[config.mk]
export PLATFORM = sky130hd
export DESIGN_NAME = sub_serial_flat
export DESIGN_NICKNAME = d
export VERILOG_FILES = /design/src/rtl/sub_serial_if.sv /design/src/rtl/sub_serial.sv /design/src/flat_wrapper.sv
export SDC_FILE = /design/constraint.sdc
export NUM_CORES = 1
export LEC_CHECK = 0
export CORE_ASPECT_RATIO = 0.5
export CORE_MARGIN = 2
export CORE_UTILIZATION = 51
export DETAILED_ROUTE_END_ITERATION = 10
export PLACE_DENSITY = 0.78
export SLEW_MARGIN = 10
export SYNTH_ARGS = -nofsm -noshare
export SYNTH_HDL_FRONTEND = slang
export SYNTH_SLANG_ARGS = --single-unit
[constraint.sdc]
create_clock -name clk -period 1.9 [get_ports clk]
set_input_delay 0.19 -clock clk [delete_from_list [all_inputs] [get_ports clk]]
set_output_delay 0.19 -clock clk [all_outputs]
set_load 0.005 [all_outputs]
[src/rtl/sub_serial_if.sv]
// Operand/result bundle for the bit-serial subtractor: the controller (master)
// issues start with x/y/bi, the subtractor (slave) answers with ready/done/z/bo/ovf.
interface sub_serial_if #(
    parameter int W = 8
);
    logic         start;
    logic [W-1:0] x;
    logic [W-1:0] y;
    logic         bi;
    logic         ready;
    logic         done;
    logic [W-1:0] z;
    logic         bo;
    logic         ovf;

    modport master (
        output start, x, y, bi,
        input  ready, done, z, bo, ovf
    );

    modport slave (
        input  start, x, y, bi,
        output ready, done, z, bo, ovf
    );
endinterface

[src/rtl/sub_serial.sv]
// Bit-serial LSB-first subtractor z = x - y - bi, one full-subtractor step per
// clock, with borrow-out and signed-overflow flags and a start/ready/done handshake.
module sub_serial #(
    parameter int W = 8
) (
    input  logic         clk,
    input  logic         rst,
    sub_serial_if.slave  bus
);
    localparam int CW = (W > 2) ? $clog2(W) : 1;
    localparam logic [CW-1:0] LAST = CW'(W - 1);

    typedef enum logic [1:0] {IDLE, BUSY, DONE} state_t;

    state_t        state_reg;
    logic [W-1:0]  xs_reg;
    logic [W-1:0]  ys_reg;
    logic [W-1:0]  res_reg;
    logic [CW-1:0] cnt_reg;
    logic          b_reg;
    logic          xsign_reg;
    logic          ysign_reg;
    logic          ready_reg;
    logic          done_reg;
    logic [W-1:0]  z_reg;
    logic          bo_reg;
    logic          ovf_reg;

    logic          d_next;
    logic          b_next;
    logic [W-1:0]  res_next;
    logic          accept;

    // One full-subtractor slice on the current LSBs.
    always_comb begin
        d_next   = xs_reg[0] ^ ys_reg[0] ^ b_reg;
        b_next   = (~xs_reg[0] & ys_reg[0]) | (~(xs_reg[0] ^ ys_reg[0]) & b_reg);
        res_next = {d_next, res_reg[W-1:1]};
        accept   = bus.start && (state_reg != BUSY);
    end

    always_ff @(posedge clk) begin
        if (rst) begin
            state_reg <= IDLE;
            xs_reg    <= '0;
            ys_reg    <= '0;
            res_reg   <= '0;
            cnt_reg   <= '0;
            b_reg     <= 1'b0;
            xsign_reg <= 1'b0;
            ysign_reg <= 1'b0;
            ready_reg <= 1'b1;
            done_reg  <= 1'b0;
            z_reg     <= '0;
            bo_reg    <= 1'b0;
            ovf_reg   <= 1'b0;
        end else if (accept) begin
            // Same capture whether coming from IDLE or straight out of DONE.
            state_reg <= BUSY;
            xs_reg    <= bus.x;
            ys_reg    <= bus.y;
            xsign_reg <= bus.x[W-1];
            ysign_reg <= bus.y[W-1];
            b_reg     <= bus.bi;
            cnt_reg   <= '0;
            res_reg   <= '0;
            ready_reg <= 1'b0;
            done_reg  <= 1'b0;
        end else begin
            case (state_reg)
                BUSY: begin
                    xs_reg  <= xs_reg >> 1;
                    ys_reg  <= ys_reg >> 1;
                    res_reg <= res_next;
                    b_reg   <= b_next;
                    cnt_reg <= cnt_reg + 1'b1;
                    if (cnt_reg == LAST) begin
                        state_reg <= DONE;
                        ready_reg <= 1'b1;
                        done_reg  <= 1'b1;
                        z_reg     <= res_next;
                        bo_reg    <= b_next;
                        ovf_reg   <= (xsign_reg != ysign_reg) && (d_next != xsign_reg);
                    end
                end
                DONE: begin
                    state_reg <= IDLE;
                    done_reg  <= 1'b0;
                end
                default: begin
                    state_reg <= IDLE;
                    ready_reg <= 1'b1;
                    done_reg  <= 1'b0;
                end
            endcase
        end
    end

    assign bus.ready = ready_reg;
    assign bus.done  = done_reg;
    assign bus.z     = z_reg;
    assign bus.bo    = bo_reg;
    assign bus.ovf   = ovf_reg;
endmodule

[src/flat_wrapper.sv]
// flat-port wrapper written by rule: the top's interface ports become plain ports
module sub_serial_flat 
#(
    parameter int W = 8
)
  (clk, rst, bus_start, bus_x, bus_y, bus_bi, bus_ready, bus_done, bus_z, bus_bo, bus_ovf);
  sub_serial_if #(.W(W)) bus_i ();
  input  logic clk;
  input  logic rst;
  input wire logic [$bits(bus_i.start)-1:0] bus_start;
  input wire logic [$bits(bus_i.x)-1:0] bus_x;
  input wire logic [$bits(bus_i.y)-1:0] bus_y;
  input wire logic [$bits(bus_i.bi)-1:0] bus_bi;
  output wire logic [$bits(bus_i.ready)-1:0] bus_ready;
  output wire logic [$bits(bus_i.done)-1:0] bus_done;
  output wire logic [$bits(bus_i.z)-1:0] bus_z;
  output wire logic [$bits(bus_i.bo)-1:0] bus_bo;
  output wire logic [$bits(bus_i.ovf)-1:0] bus_ovf;
  assign bus_i.start = bus_start;
  assign bus_i.x = bus_x;
  assign bus_i.y = bus_y;
  assign bus_i.bi = bus_bi;
  assign bus_ready = bus_i.ready;
  assign bus_done = bus_i.done;
  assign bus_z = bus_i.z;
  assign bus_bo = bus_i.bo;
  assign bus_ovf = bus_i.ovf;
  sub_serial #(.W(W)) u_core (.clk(clk), .rst(rst), .bus(bus_i));
endmodule
# After elaboration in Yosys (flattened, before gate mapping)
# Index checks and enable logic that the tools add are counted.
# Widths: inputs -> output; s select.
[totals]
reg_bits = 43
input_bits = 20
output_inout_bits = 12
word_cells = 50
[classes]
n_addsub = 1
n_eq_ne = 8
muxes = 12
bitwise_logic = 9
reduce_logical = 7
[ops]
columns = ["op", "count"]
rows = [
  ["$mux 8", 4],
  ["$mux 1", 7],
  ["$ne 2x1->1 const B", 2],
  ["$not 1->1", 4],
  ["$add 3x1->3 const B", 1],
  ["$eq 3x3->1 const B", 1],
  ["$ne 3x1->1 const B", 1],
  ["$reduce_and 3->1", 1],
  ["$reduce_or 3->1", 1],
  ["$and 1x1->1", 2],
  ["$eq 2x1->1 const B", 1],
  ["$eq 2x2->1 const B", 1],
  ["$logic_and 1x1->1", 2],
  ["$ne 1x1->1", 2],
  ["$pmux 1 s2", 1],
  ["$reduce_and 2->1", 1],
  ["$reduce_bool 2->1", 1],
  ["$reduce_or 2->1", 1],
  ["$xor 1x1->1", 2],
  ["$or 1x1->1", 1],
]

# Longest topological paths before layout
[logic_depth]
depth_word = 6
depth_mapped = 6
mapped_depth_nobuf = 5

# Worst setup path before layout
# No wires, ideal clock.
[synth_path]
path_type = "flip-flop to flip-flop"
from = "reg u_core.ys_reg[0]"
to = "reg u_core.ovf_reg (netlist: u_core.bus.ovf)"
setup_ns = 0.091
arrival_ns = 1.461
t_required_ns = 1.809
slack_ns = 0.348
path_stages_with_launch = 5
n_path_buf = 0
period_less_slack_ns = 1.552
cell_sequence = "dfxtp_1 > inv_1 > fa_1 > or3b_1 > a311oi_1"
[synth_between]
elab_chain_cells = 4
[synth_rtl]
columns = ["item", "line", "source"]
rows = [
  ["start: declaration", "sub_serial.sv:17", "logic [W-1:0] ys_reg;"],
  ["start signal: assignment", "sub_serial.sv:61", "ys_reg <= bus.y;"],
  ["start signal: assignment", "sub_serial.sv:73", "ys_reg <= ys_reg >> 1;"],
  ["$xor 1x1->1 (2 in series)", "sub_serial.sv:36", "d_next = xs_reg[0] ^ ys_reg[0] ^ b_reg;"],
  ["via u_core.d_next", "sub_serial.sv:29", "logic d_next;"],
  ["$ne 1x1->1", "sub_serial.sv:83", "ovf_reg <= (xsign_reg != ysign_reg) && (d_next != xsign_reg);"],
  ["$logic_and 1x1->1", "sub_serial.sv:83", ""],
  ["end signal: assignment", "sub_serial.sv:83", ""],
  ["end: declaration", "sub_serial.sv:27", "logic ovf_reg;"],
]
# The timed path passes the listed nets, and every way through them passes these cells.
# A chain may end at the register's enable or synchronous reset.

# Worst setup path in the final report
# Same ends and word-level chain as after synthesis.

==> flow_metrics.tcl <==
set metrics [dict create \
    period_share 0.8601 \
    slew_viol_final 0 \
    p_leak_nw 0.8119 \
    ys_ff_latch 42 \
    viasPerCell 5.267 \
    core_area_mm2 0.003136 \
    hold_path_class "flop to flop" \
    r2r_slack_ns 0.27 \
    cp-start-kind "flop" \
    comb_power_share 0.117 \
    worstMarginPinSlew_ns 0.5075 \
    max_stage_delay_ns 0.52 \
    setup_viol 0 \
    post_cts_resized 0 \
    grt_usage 0.1821 \
    cts_buffers 5 \
    clkPwrFrac 0.338 \
    postCtsSetupRepairBufs 0 \
    layout_min_cycle_time_ns 1.634 \
    arrival_ns 1.83 \
    critPathKind "flop to flop" \
    grt.overflow.total 0 \
    antenna_left 0 \
    endpoint_kind "flop" \
    seq_area_frac_synth 0.4807 \
    crit_path_cell_trace "inv_1, fa_1, or3b_1, a311oi_1" \
    finClkSkew_ns 0.006332 \
    rows 14 \
    grt_max_degree 33 \
    r2r_start "u_core.ys_reg[0]$_SDFFE_PP0P_" \
    cap_violations 0 \
    final-hold-violation-count 0 \
    grt_setup_unrepaired "no" \
    ios 32 \
    grt_pass1_vias 1231 \
    tns_ns 0 \
    die_h_um 45.41 \
    synth-warning-count 0 \
    rr_endpoint "u_core.bus.ovf$_SDFFE_PP0P_" \
    cts_root_buffer "clkbuf_8" \
    grt_pass1_wl_um 5520 \
    critPathRequiredTime_ns 2.10 \
    syn_area_per_cell_um2 9.255 \
    hold_buffers 0 \
    p_int_mw 1.316 \
    peakVddDrop_mv 0.5589 \
    final_nets 240 \
    netlist_area_mm2 0.001749 \
    cts_tree "done" \
    stdcell_count 258 \
    dp_cells 250 \
    max_freq_ghz 0.6119 \
    cts.sinks 42 \
    hpwl_um 2221 \
    cts_buffer_depth 2 \
    start_util 0.5579 \
    die-width_um 86.82 \
    syn-instance-count 189 \
    synth_nets 212 \
    switching_share 0.2389 \
    gp_congestion 0.7051 \
    run_status "complete, no violations" \
    path_clk_slew_ns 0.08 \
    total_power_mw 1.729 \
    portBuffers 31 \
    min_path_cells 2 \
    h-tree-depth 2 \
    design.die.area_mm2 0.003943 \
    drc 0 \
    antenna_found_initial 0 \
    drive_above_1_share 0.1009 \
    async_flop_share 0 \
    ys.flop_type "dfxtp_1" \
    yosysUniqueCellTypes 27 \
    ff2ff_path_depth 4 \
    p_seq_frac 0.545 \
    startpoint "u_core.ys_reg[0]$_SDFFE_PP0P_" \
    drtIter0Drc 33 \
    p_switching_uw 413.2 \
    clkLatencyLatePin_ns 0.29 \
    wire_per_inst_um 12.48 \
    power_density_mw_per_mm2 801.2 \
    num_vias 1359 \
    cp_slowest_cell "fa_1" \
    syn_to_final_growth_pct 23.39 \
    path_max_fanout 4 \
    drt_wl_total_um 3220 \
    crit_end "u_core.bus.ovf$_SDFFE_PP0P_" \
    firstDrtPassIters 4 \
    synth_edf_count 0 \
    relSlewSlack 0.6617 \
    n_antenna_cell 0 \
]
[power by group through the flow]
stage	Combinational, mW	Clock, mW	Sequential [mW]
2_1_floorplan	0.142	0	0.956
3_3_place_gp	0.199	0	0.960
3_5_place_dp	0.203	0	0.961
4_1_cts	0.204	0.593	0.942
5_1_grt	0.224	0.629	0.947
6_report	0.203	0.585	0.942
[cell usage in the layout, fill, tap and decap left out]
cell / n
buf_4: 5
fa_1: 1
a21o_1: 2
or3b_1: 1
clkbuf_8: 6
clkdlybuf4s50_1: 31
dfxtp_1: 42
a211oi_1: 17
clkbuf_1: 1
buf_12: 1
o32a_1: 1
nor2_1: 19
clkinv_2: 1
o21ai_0: 3
nand3b_1: 2
a311oi_1: 1
and3b_1: 1
a21oi_1: 10
nand2_1: 35
o211a_1: 1
nand2b_1: 1
ha_1: 2
inv_1: 3
mux2i_1: 16
nor3_1: 2
nor2b_1: 1
nand3_1: 2
xnor2_1: 1
a21oi_2: 9
[critical path: cells and delay by family, from the launching register on]
kind	cells	cell delay, ns
compound gates	1	0.26
fa+ha+maj	1	0.52
buf+inv	1	0.06
flops	1	0.33
simple gates	1	0.39
[stage by stage]
step | cell area, um2 | worst slack (ns) | util | hold slack [ns]
floorplan | 1749 | 0.3479 | - | 0.3377
global placement | 2067 | 0.3221 | 0.6592 | 0.4415
detailed placement | 2067 | 0.2829 | 0.6592 | 0.4487
CTS | 2158 | 0.2692 | 0.6883 | 0.4594
global route | 2158 | 0.1138 | 0.6883 | 0.4763
finish | 2158 | 0.2659 | 0.6883 | 0.4553
[cell usage after synthesis, types with 2 or more instances]
cell / count / area [um2]
buf_6: 2 / 22.52
a21o_1: 2 / 15.01
nand2_1: 35 / 131.4
nor3_1: 2 / 10.01
nand3_1: 2 / 10.01
a21oi_2: 9 / 78.83
nor2_1: 19 / 71.32
o21ai_0: 3 / 15.01
clkbuf_1: 4 / 15.01
dfxtp_1: 42 / 840.8
a21oi_1: 10 / 50.05
buf_2: 5 / 25.02
buf_4: 5 / 37.54
mux2i_1: 16 / 160.2
nand3b_1: 2 / 15.01
inv_1: 3 / 11.26
ha_1: 2 / 25.02
a211oi_1: 17 / 127.6
[kinds of logic after synthesis]
| kind of cell | Yosys count | synth area share |
|---|---|---|
| simple gates | 64 | 0.1531 |
| compound gates | 44 | 0.1803 |
| buf+inv | 19 | 0.06366 |
| fa+ha+maj | 3 | 0.02575 |
| flops | 42 | 0.4807 |
| xor+xnor | 1 | 0.005008 |
| mux | 16 | 0.09156 |
[worst min-delay path by stage]
stage | from | slack [ns] | to
final | u_core.bus.z[5]$_SDFFE_PP0P_ | 0.46 | u_core.bus.z[5]$_SDFFE_PP0P_
after global routing | u_core.bus.z[7]$_SDFFE_PP0P_ | 0.48 | u_core.bus.z[7]$_SDFFE_PP0P_
after CTS | u_core.bus.z[7]$_SDFFE_PP0P_ | 0.46 | u_core.bus.z[7]$_SDFFE_PP0P_
after detailed placement | u_core.bus.z[5]$_SDFFE_PP0P_ | 0.45 | u_core.bus.z[5]$_SDFFE_PP0P_
after global placement | u_core.bus.z[3]$_SDFFE_PP0P_ | 0.44 | u_core.bus.z[3]$_SDFFE_PP0P_
after floorplan | bus_x[7] | 0.34 | u_core.xsign_reg$_SDFFE_PP0P_
[area by class of cell]
class,instances,area [um2]
Fill cell,251,977.2
Tap cell,40,50.05
Clock inverter,1,5.005
Timing Repair Buffer,37,367.9
Inverter,3,11.26
Sequential cell,42,840.8
Clock buffer,7,86.33
Multi-Input combinational cell,128,797.0
[metal layers]
metal  global-route usage  routed length [um]  vias to the layer above  share of wire
li1                     -                   -                      700              -
met2               0.3145                1514                       29           0.47
met4              0.05625                  20                        0         0.0062
met1               0.2289                1554                      628           0.48
met3              0.04891                 130                        2          0.040
met5                    0                   0                        -              0
(Power assumes the default switching activity.)
